`src/rtl/ebpf_pkg.sv`:
```
// eBPF shift-issue shared definitions: instruction class/op encodings
// and the issue FSM state type.
package ebpf_pkg;

  localparam logic [2:0] BPF_ALU   = 3'h4;
  localparam logic [2:0] BPF_ALU64 = 3'h7;

  localparam logic [3:0] BPF_LSH  = 4'h6;
  localparam logic [3:0] BPF_RSH  = 4'h7;
  localparam logic [3:0] BPF_ARSH = 4'hC;

  localparam logic BPF_X = 1'b1;

  typedef enum logic [2:0] {
    FLUSH,
    IDLE,
    ISSUE,
    WAIT,
    DONE
  } state_t;

endpackage

```
`src/rtl/shift_operand_prep.sv`:
```
// Combinational decode of an eBPF shift instruction.
// In: opcode, dst_val, src_val, imm. Out: legal, alu64, left, arith,
// value (shifter operand), shift (masked count, upper bits zero).
module shift_operand_prep
  import ebpf_pkg::*;
#(
  parameter int DATA_WIDTH = 64
) (
  input  logic [7:0]            opcode,
  input  logic [DATA_WIDTH-1:0] dst_val,
  input  logic [DATA_WIDTH-1:0] src_val,
  input  logic [31:0]           imm,
  output logic                  legal,
  output logic                  alu64,
  output logic                  left,
  output logic                  arith,
  output logic [DATA_WIDTH-1:0] value,
  output logic [DATA_WIDTH-1:0] shift
);

  logic        cls_ok;
  logic        op_ok;
  logic [5:0]  cnt_src;
  logic [31:0] lo;
  logic        unused_bits;

  // Only the low count bits matter, and sign extension of imm
  // never reaches them, so the full sign-extended source is not built.
  assign unused_bits = ^{src_val[DATA_WIDTH-1:6], imm[31:6]};

  always_comb begin
    alu64  = (opcode[2:0] == BPF_ALU64);
    cls_ok = (opcode[2:0] == BPF_ALU) | alu64;
    left   = 1'b0;
    arith  = 1'b0;
    op_ok  = 1'b0;
    unique case (1'b1)
      (opcode[7:4] == BPF_LSH): begin
        left  = 1'b1;
        op_ok = 1'b1;
      end
      (opcode[7:4] == BPF_RSH): begin
        op_ok = 1'b1;
      end
      (opcode[7:4] == BPF_ARSH): begin
        arith = 1'b1;
        op_ok = 1'b1;
      end
      default: begin
        op_ok = 1'b0;
      end
    endcase
    legal = cls_ok & op_ok;

    cnt_src = (opcode[3] == BPF_X) ? src_val[5:0] : imm[5:0];
    shift = '0;
    shift[4:0] = cnt_src[4:0];
    shift[5]   = alu64 & cnt_src[5];

    lo = dst_val[31:0];
    if (alu64) begin
      value = dst_val;
    end else begin
      value = {{(DATA_WIDTH-32){arith & lo[31]}}, lo};
    end
  end

endmodule

```
`src/rtl/alu_shift_issue.sv`:
```
// eBPF LSH/RSH/ARSH issue stage: accepts an op, drives the shifter
// stb/ack handshake, returns the zero-extended result or an error.
// Ports: clk, rst (sync, active high); in_stb/in_busy request side;
// opcode/dst_val/src_val/imm operands; out_valid/out_res/out_err result;
// sh_* shifter interface (sh_out/sh_ack back from the shifter).
// Optional macro SHIFT_TIMEOUT_EN: watchdog of TIMEOUT_CYCLES on sh_ack.
module alu_shift_issue
  import ebpf_pkg::*;
#(
  parameter int DATA_WIDTH     = 64,
  parameter int TIMEOUT_CYCLES = 16
) (
  input  logic                  clk,
  input  logic                  rst,
  input  logic                  in_stb,
  output logic                  in_busy,
  input  logic [7:0]            opcode,
  input  logic [DATA_WIDTH-1:0] dst_val,
  input  logic [DATA_WIDTH-1:0] src_val,
  input  logic [31:0]           imm,
  output logic                  out_valid,
  output logic [DATA_WIDTH-1:0] out_res,
  output logic                  out_err,
  output logic                  sh_stb,
  output logic                  sh_arith,
  output logic                  sh_left,
  output logic [DATA_WIDTH-1:0] sh_value,
  output logic [DATA_WIDTH-1:0] sh_shift,
  input  logic [DATA_WIDTH-1:0] sh_out,
  input  logic                  sh_ack
);

  state_t state;
  state_t state_n;

  logic                  flush_cnt;
  logic                  alu64_q;
  logic                  err_q;
  logic [DATA_WIDTH-1:0] res_q;

  logic                  p_legal;
  logic                  p_alu64;
  logic                  p_left;
  logic                  p_arith;
  logic [DATA_WIDTH-1:0] p_value;
  logic [DATA_WIDTH-1:0] p_shift;

  logic accept;
  logic timeout;
  logic to_q;

`ifdef SHIFT_TIMEOUT_EN
  localparam int CW = $clog2(TIMEOUT_CYCLES + 1);
  logic [CW-1:0] wait_cnt;
  assign timeout = (state == WAIT) & ~sh_ack
                 & (wait_cnt == CW'(TIMEOUT_CYCLES - 1));
`else
  logic unused_timeout;
  assign unused_timeout = ^TIMEOUT_CYCLES;
  assign timeout = 1'b0;
`endif

  shift_operand_prep #(
    .DATA_WIDTH(DATA_WIDTH)
  ) u_prep (
    .opcode (opcode),
    .dst_val(dst_val),
    .src_val(src_val),
    .imm    (imm),
    .legal  (p_legal),
    .alu64  (p_alu64),
    .left   (p_left),
    .arith  (p_arith),
    .value  (p_value),
    .shift  (p_shift)
  );

  assign accept = (state == IDLE) & in_stb;

  always_comb begin
    state_n = state;
    sh_stb  = 1'b0;
    in_busy = 1'b1;
    unique case (state)
      FLUSH: begin
        if (flush_cnt) state_n = IDLE;
      end
      IDLE: begin
        in_busy = 1'b0;
        if (in_stb) state_n = p_legal ? ISSUE : DONE;
      end
      ISSUE: begin
        sh_stb  = 1'b1;
        state_n = WAIT;
      end
      WAIT: begin
        if (sh_ack || timeout) state_n = DONE;
      end
      DONE: begin
        // a timed-out shifter may still be busy, so drain it again
        state_n = to_q ? FLUSH : IDLE;
      end
      default: begin
        state_n = FLUSH;
      end
    endcase
  end

  always_ff @(posedge clk) begin
    if (rst) begin
      state     <= FLUSH;
      flush_cnt <= 1'b0;
      alu64_q   <= 1'b0;
      err_q     <= 1'b0;
      res_q     <= '0;
      to_q      <= 1'b0;
      out_valid <= 1'b0;
      out_res   <= '0;
      out_err   <= 1'b0;
      sh_arith  <= 1'b0;
      sh_left   <= 1'b0;
      sh_value  <= '0;
      sh_shift  <= '0;
    end else begin
      state     <= state_n;
      flush_cnt <= (state == FLUSH) & ~flush_cnt;
      out_valid <= (state == DONE);
      if (state == DONE) begin
        out_res <= res_q;
        out_err <= err_q;
      end
      if (accept) begin
        alu64_q <= p_alu64;
        err_q   <= ~p_legal;
        res_q   <= '0;
        to_q    <= 1'b0;
        if (p_legal) begin
          sh_arith <= p_arith;
          sh_left  <= p_left;
          sh_value <= p_value;
          sh_shift <= p_shift;
        end
      end
      if (state == WAIT && sh_ack) begin
        res_q <= alu64_q ? sh_out
                         : {{(DATA_WIDTH-32){1'b0}}, sh_out[31:0]};
      end else if (timeout) begin
        res_q <= '0;
        err_q <= 1'b1;
        to_q  <= 1'b1;
      end
    end
  end

`ifdef SHIFT_TIMEOUT_EN
  always_ff @(posedge clk) begin
    if (rst) begin
      wait_cnt <= '0;
    end else if (state == WAIT) begin
      wait_cnt <= wait_cnt + 1'b1;
    end else begin
      wait_cnt <= '0;
    end
  end
`endif

endmodule

```
`config.mk`:
```
export PLATFORM = sky130hd
export DESIGN_NAME = alu_shift_issue
export DESIGN_NICKNAME = d
export VERILOG_FILES = /design/src/rtl/ebpf_pkg.sv /design/src/rtl/shift_operand_prep.sv /design/src/rtl/alu_shift_issue.sv
export SDC_FILE = /design/constraint.sdc
export NUM_CORES = 1
export LEC_CHECK = 0
export BUFFER_PORTS_ARGS = -buffer_cell sky130_fd_sc_hd__buf_2
export CORE_AREA = 2 2 169 171
export CTS_CLUSTER_SIZE = 28
export DETAILED_ROUTE_END_ITERATION = 8
export DIE_AREA = 0 0 171 173
export PLACE_DENSITY = 0.75
export SYNTH_ARGS = -nofsm -noshare
export SYNTH_HDL_FRONTEND = slang
export SYNTH_HIERARCHICAL = 1
export SYNTH_SLANG_ARGS = --single-unit
```
`constraint.sdc`:
```
create_clock -name clk -period 4.95 [get_ports clk]
set_clock_uncertainty 0.15 [all_clocks]
set_input_delay 0.7425 -clock clk [delete_from_list [all_inputs] [get_ports clk]]
set_output_delay 0.7425 -clock clk [all_outputs]
set_load 0.02 [all_outputs]
```
== Yosys cells after proc, flatten, opt, wreduce, memory -nomap -nowiden ==
Index checks and enable logic that the tools add are counted.
Widths: inputs -> output; s select.

* Bits in registers: 208

* Bitwise gates (word level): 8
* Reductions and logical operators: 6
* Equality and inequality tests: 12
* Multiplexer cells: 15

{| class="wikitable"
|+ Operator list
! cell !! count
|-
| $mux 64 || 4
|-
| $pmux 3 s5 || 1
|-
| $mux 3 || 4
|-
| $eq 3x3->1 const B || 3
|-
| $eq 4x3->1 const B || 2
|-
| $eq 3x2->1 const B || 2
|-
| $mux 6 || 1
|-
| $ne 2x2->1 const B || 3
|-
| $and 1x1->1 || 5
|-
| $mux 1 || 5
|-
| $eq 4x4->1 const B || 1
|-
| $eq 3x1->1 const B || 1
|-
| $logic_not 3->1 || 1
|-
| $reduce_and 3->1 || 1
|-
| $reduce_or 3->1 || 1
|-
| $not 1->1 || 2
|-
| $reduce_and 2->1 || 1
|-
| $reduce_bool 2->1 || 1
|-
| $logic_and 1x1->1 || 1
|-
| $or 1x1->1 || 1
|}

== Longest topological paths before layout ==
* Word-level depth: 7
* Depth in mapped cells: 8
* Depth with buffers taken out: 4

== By module ==
Netlist, hierarchy kept.

{| class="wikitable"
|+ Modules (own cells, without submodules)
! module !! cells an instance !! area an instance (um2) !! times used
|-
| alu_shift_issue || 1054 || 10075.9 || 1
|-
| shift_operand_prep || 195 || 1547.7 || 1
|}

== Worst setup path after synthesis ==
No wires, ideal clock.

* Path type: in2reg
* Start: input opcode[2]
* End: register sh_value[0]
* Arrival: 2.230 ns
* Path buffers: 5
* Required time: 4.731 ns
* Cell stages on the path: 8
* Path slack: 2.501 ns
* Cell sequence: buf_6 > clkbuf_1 > o2111a_1 > clkbuf_1 > clkbuf_1 > clkbuf_1 > nand4b_1 > o21ai_1

* Word-level cells in the longest chain between the ends: 4
* Elaborated cells between the ends (all ways): 5
* Classes of those cells: eq/ne: 2; bitwise: 2; reduce/logical: 1

{| class="wikitable"
|+ Ends and longest elaborated chain
! item !! line !! text
|-
| start: declaration || alu_shift_issue.sv:17 || <nowiki>input logic [7:0] opcode,</nowiki>
|-
| $eq 3x3->1 (on tied branches) || shift_operand_prep.sv:33, shift_operand_prep.sv:32 ||
|-
| $or 1x1->1 (*) || shift_operand_prep.sv:33 || <nowiki>cls_ok = (opcode[2:0] == BPF_ALU) | alu64;</nowiki>
|-
| $and 1x1->1 (*) || shift_operand_prep.sv:53 || <nowiki>legal = cls_ok & op_ok;</nowiki>
|-
| named net p_legal || alu_shift_issue.sv:41 || <nowiki>logic p_legal;</nowiki>
|-
| $reduce_and 2->1 (no source line) (*) || -- ||
|-
| end signal: assignment || alu_shift_issue.sv:140 || <nowiki>sh_value <= p_value;</nowiki>
|-
| end: declaration || alu_shift_issue.sv:27 || <nowiki>output logic [DATA_WIDTH-1:0] sh_value,</nowiki>
|}

Mark *: on every way through the listed nets, which the timed path passes. The rest lies on a longest branch.
A chain may end at the register's enable or synchronous reset.

== Worst setup path in the final report ==
* Start: input opcode[1]
* End: register sh_value[5]

Same word-level chain as after synthesis.

==> summary.md <==
| Metric | Value |
|---|---|
| Sum Neg Setup Slack | `0 ps` |
| Wire length per cell | `16.31 um` |
| Overall via count from detail_route | `9777` |
| Top-count cell post-synth | `dfxtp_1` |
| Fraction of registers with async set/reset | `0%` |
| Top Ports | `434` |
| Pleak | `5.736 nW` |
| Synthesized instance count | `1249` |
| DP Worst Slack | `1288 ps` |
| Mapped Area | `0.01162 mm2` |
| Layout cell share with drive strength beyond 1 | `30.51%` |
| Clock Latency Late Sink | `540 ps` |
| GR Overflow Total | `0` |
| Worst reg2reg setup slack | `2200 ps` |
| CTS-repair resized insts | `0` |
| CTS Buf Count | `28` |
| Post-route minimum period | `3202 ps` |
| CP dominant cell by count | `buf_4` |
| # rows | `61` |
| Clock sinks | `266` |
| Max Cap Viol | `0` |
| CP Cell Sequence | `buf_2, buf_4, xnor2_1, o2111a_4, and2_4, buf_4, o21ai_1` |
| Area leader, netlist | `dfxtp_1` |
| Final instance area | `0.01378 mm2` |
| Area of the multi-input gates | `0.005164 mm2` |
| DR DRC count | `0` |
| Initial antenna violation count | `3` |
| Root Buffer | `clkbuf_16` |
| Syn Area/Cell | `9.306 um2` |
| Final period utilization | `64.68%` |
| Main flop type after synthesis | `dfxtp_1` |
| Post-CTS Setup Repair Bufs | `0` |
| IR Drop Worst-Case VDD | `250.1 uV` |
| Buffers on Ports | `349` |
| Unrepaired setup endpoints after global routing | `false` |
| Post-synth EDFFs | `0` |
| Ys Warns | `6` |
| Die ar. | `0.02958 mm2` |
| Final setup viols | `0` |
| Chip Width | `171 um` |
| Type of the worst min-delay path | `in2reg` |
| Crit end category | `register` |
| Crit-path slowest cell | `and2_4` |
| Hpwl dp | `18800 um` |
| ANT nets after route | `0` |
| Post-synthesis sequential area ratio | `45.81%` |
| Hold Fails Final Rpt | `0` |
| Filler Cells Inserted | `2599` |
| Yosys top cell area share | `45.81%` |
| Data arrival, critical path | `3460 ps` |
| Worst setup margin | `1748 ps` |
| Fmax | `0.3124 GHz` |
| Clock buffer depth | `3` |
| # hold bufs at CTS | `0` |
| Status | `finished clean` |
| Reg area | `0.005325 mm2` |
| Synth area leaders | `dfxtp_1, nand4b_1, nand2b_1` |
| Area growth syn-to-layout | `18.55%` |
| Die Y | `173 um` |
| Top cells by count, synth | `dfxtp_1, nand2_1, nand2b_1` |
| Total Routing Usage GR | `19.44%` |
| Worst Tran Pin Value | `1074 ps` |
| CTS tree | `yes` |
| 1st-iter DRT viols | `708` |
| Yosys cell types | `42` |
| Effective utilization at floorplan | `42.07%` |
| First-pass GRT wire length | `48080 um` |
| Crit-path max FO | `99` |
| Final Hold Slack | `268.2 ps` |
| Vias in the first global route | `9192` |
| H-tree levels | `1` |
| Max Slew Vio Count | `0` |
| Core box area | `0.02763 mm2` |
| Critical path startpoint category | `primary input` |
| Final #Nets | `1715` |
| Pin count of the biggest net entering global routing | `183` |
| DP Area | `0.01287 mm2` |
| Critical Path RT | `5210 ps` |
| Critical path type | `in2reg` |
| Power density cells | `328.7 mW/mm2` |
| TritonRoute pass-1 iters | `5` |
| Clock slew at reported path FFs | `60 ps` |
| Post-Route WL | `30620 um` |
| Via-to-Cell Ratio | `5.209` |
| Yosys reg bits | `266` |
| CP max stage delay | `930 ps` |
| Relative slew slack | `28.43%` |
| Gpl congestion | `0.7854` |
## per-stage QoR
step,power (W),std cells,util (%)
global route,0.004700,1877,49.87
global placement,0.002497,1827,46.59
detailed placement,0.002501,1827,46.59
floorplan,0.002451,1306,-
CTS,0.004577,1876,49.86
finish,0.004529,1877,49.87
## metal layers
| metal | track usage (%) | vias to the layer above | part of all wire, % |
|---|---|---|---|
| met2 | 30.80 | 342 | 45 |
| met5 | 0 | - | 0.078 |
| met1 | 25.05 | 4635 | 43 |
| li1 | - | 4725 | - |
| met4 | 6.038 | 4 | 2.8 |
| met3 | 6.363 | 71 | 9.5 |
## path summary, 6_finish.rpt
check | cells after the start | to | start
max | 7 | sh_value[5] | opcode[1]
max reg2reg | 5 | sh_value[29] | state[0]
min reg2reg | 2 | out_res[1] | out_res[1]
min | 2 | res_q[18] | sh_out[18]
## layout make-up
type                    count  area share, %
clock inverters            10         0.7264
inverters                   3        0.08172
clock buffers              39          5.829
diodes                      1        0.01816
well taps                 378          3.432
flip-flops and latches    266          38.65
repair buffers            367          13.79
multi-input cells         813          37.47
## cells in the final DEF, fill, tap and decap left out, drive strengths merged, types with 3 or more instances in the layout
cell	Yosys	layout
clkbuf	66	39
o21ai	130	130
a22o	64	64
nor4	3	3
nand2b	131	131
dfxtp	266	266
o31ai	32	32
inv	3	3
buf	158	367
nor3b	3	3
nor2	5	5
clkinv	0	8
mux2	6	6
nand4b	130	130
conb	1	58
nor2b	4	4
a21oi	65	65
nand4	32	32
nand2	132	132
## kinds of logic after synthesis
logic type / Yosys count / share of synthesized area, %
xor+xnor: 1 / 0.07536
flops: 266 / 45.81
buf+inv: 227 / 11.85
compound gates: 295 / 16.90
mux: 8 / 0.7535
simple gates: 451 / 24.57
other cells: 1 / 0.03226
## flip-flops by register name (all words and copies together) (netlist names)
name       count
out_res       64
sh_shift      64
res_q         64
alu64_q        1
sh_left        1
out_valid      1
out_err        1
sh_value      64
err_q          1
state          3
flush_cnt      1
sh_arith       1
## critical path: cells and delay by family
kind	cells	cell delay (ps)
XOR/XNOR	1	270
AO/OA/AOI/OAI	2	710
AND/OR/NAND/NOR	1	930
buffers and inverters	3	700
## report_power, final
| part | internal (W) | switching, W |
|---|---|---|
| clock network | 0.00123 | 0.000847 |
| registers | 0.00215 | 0.00000851 |
| logic | 0.000112 | 0.000187 |
Power figures use the tool's default switching activity.
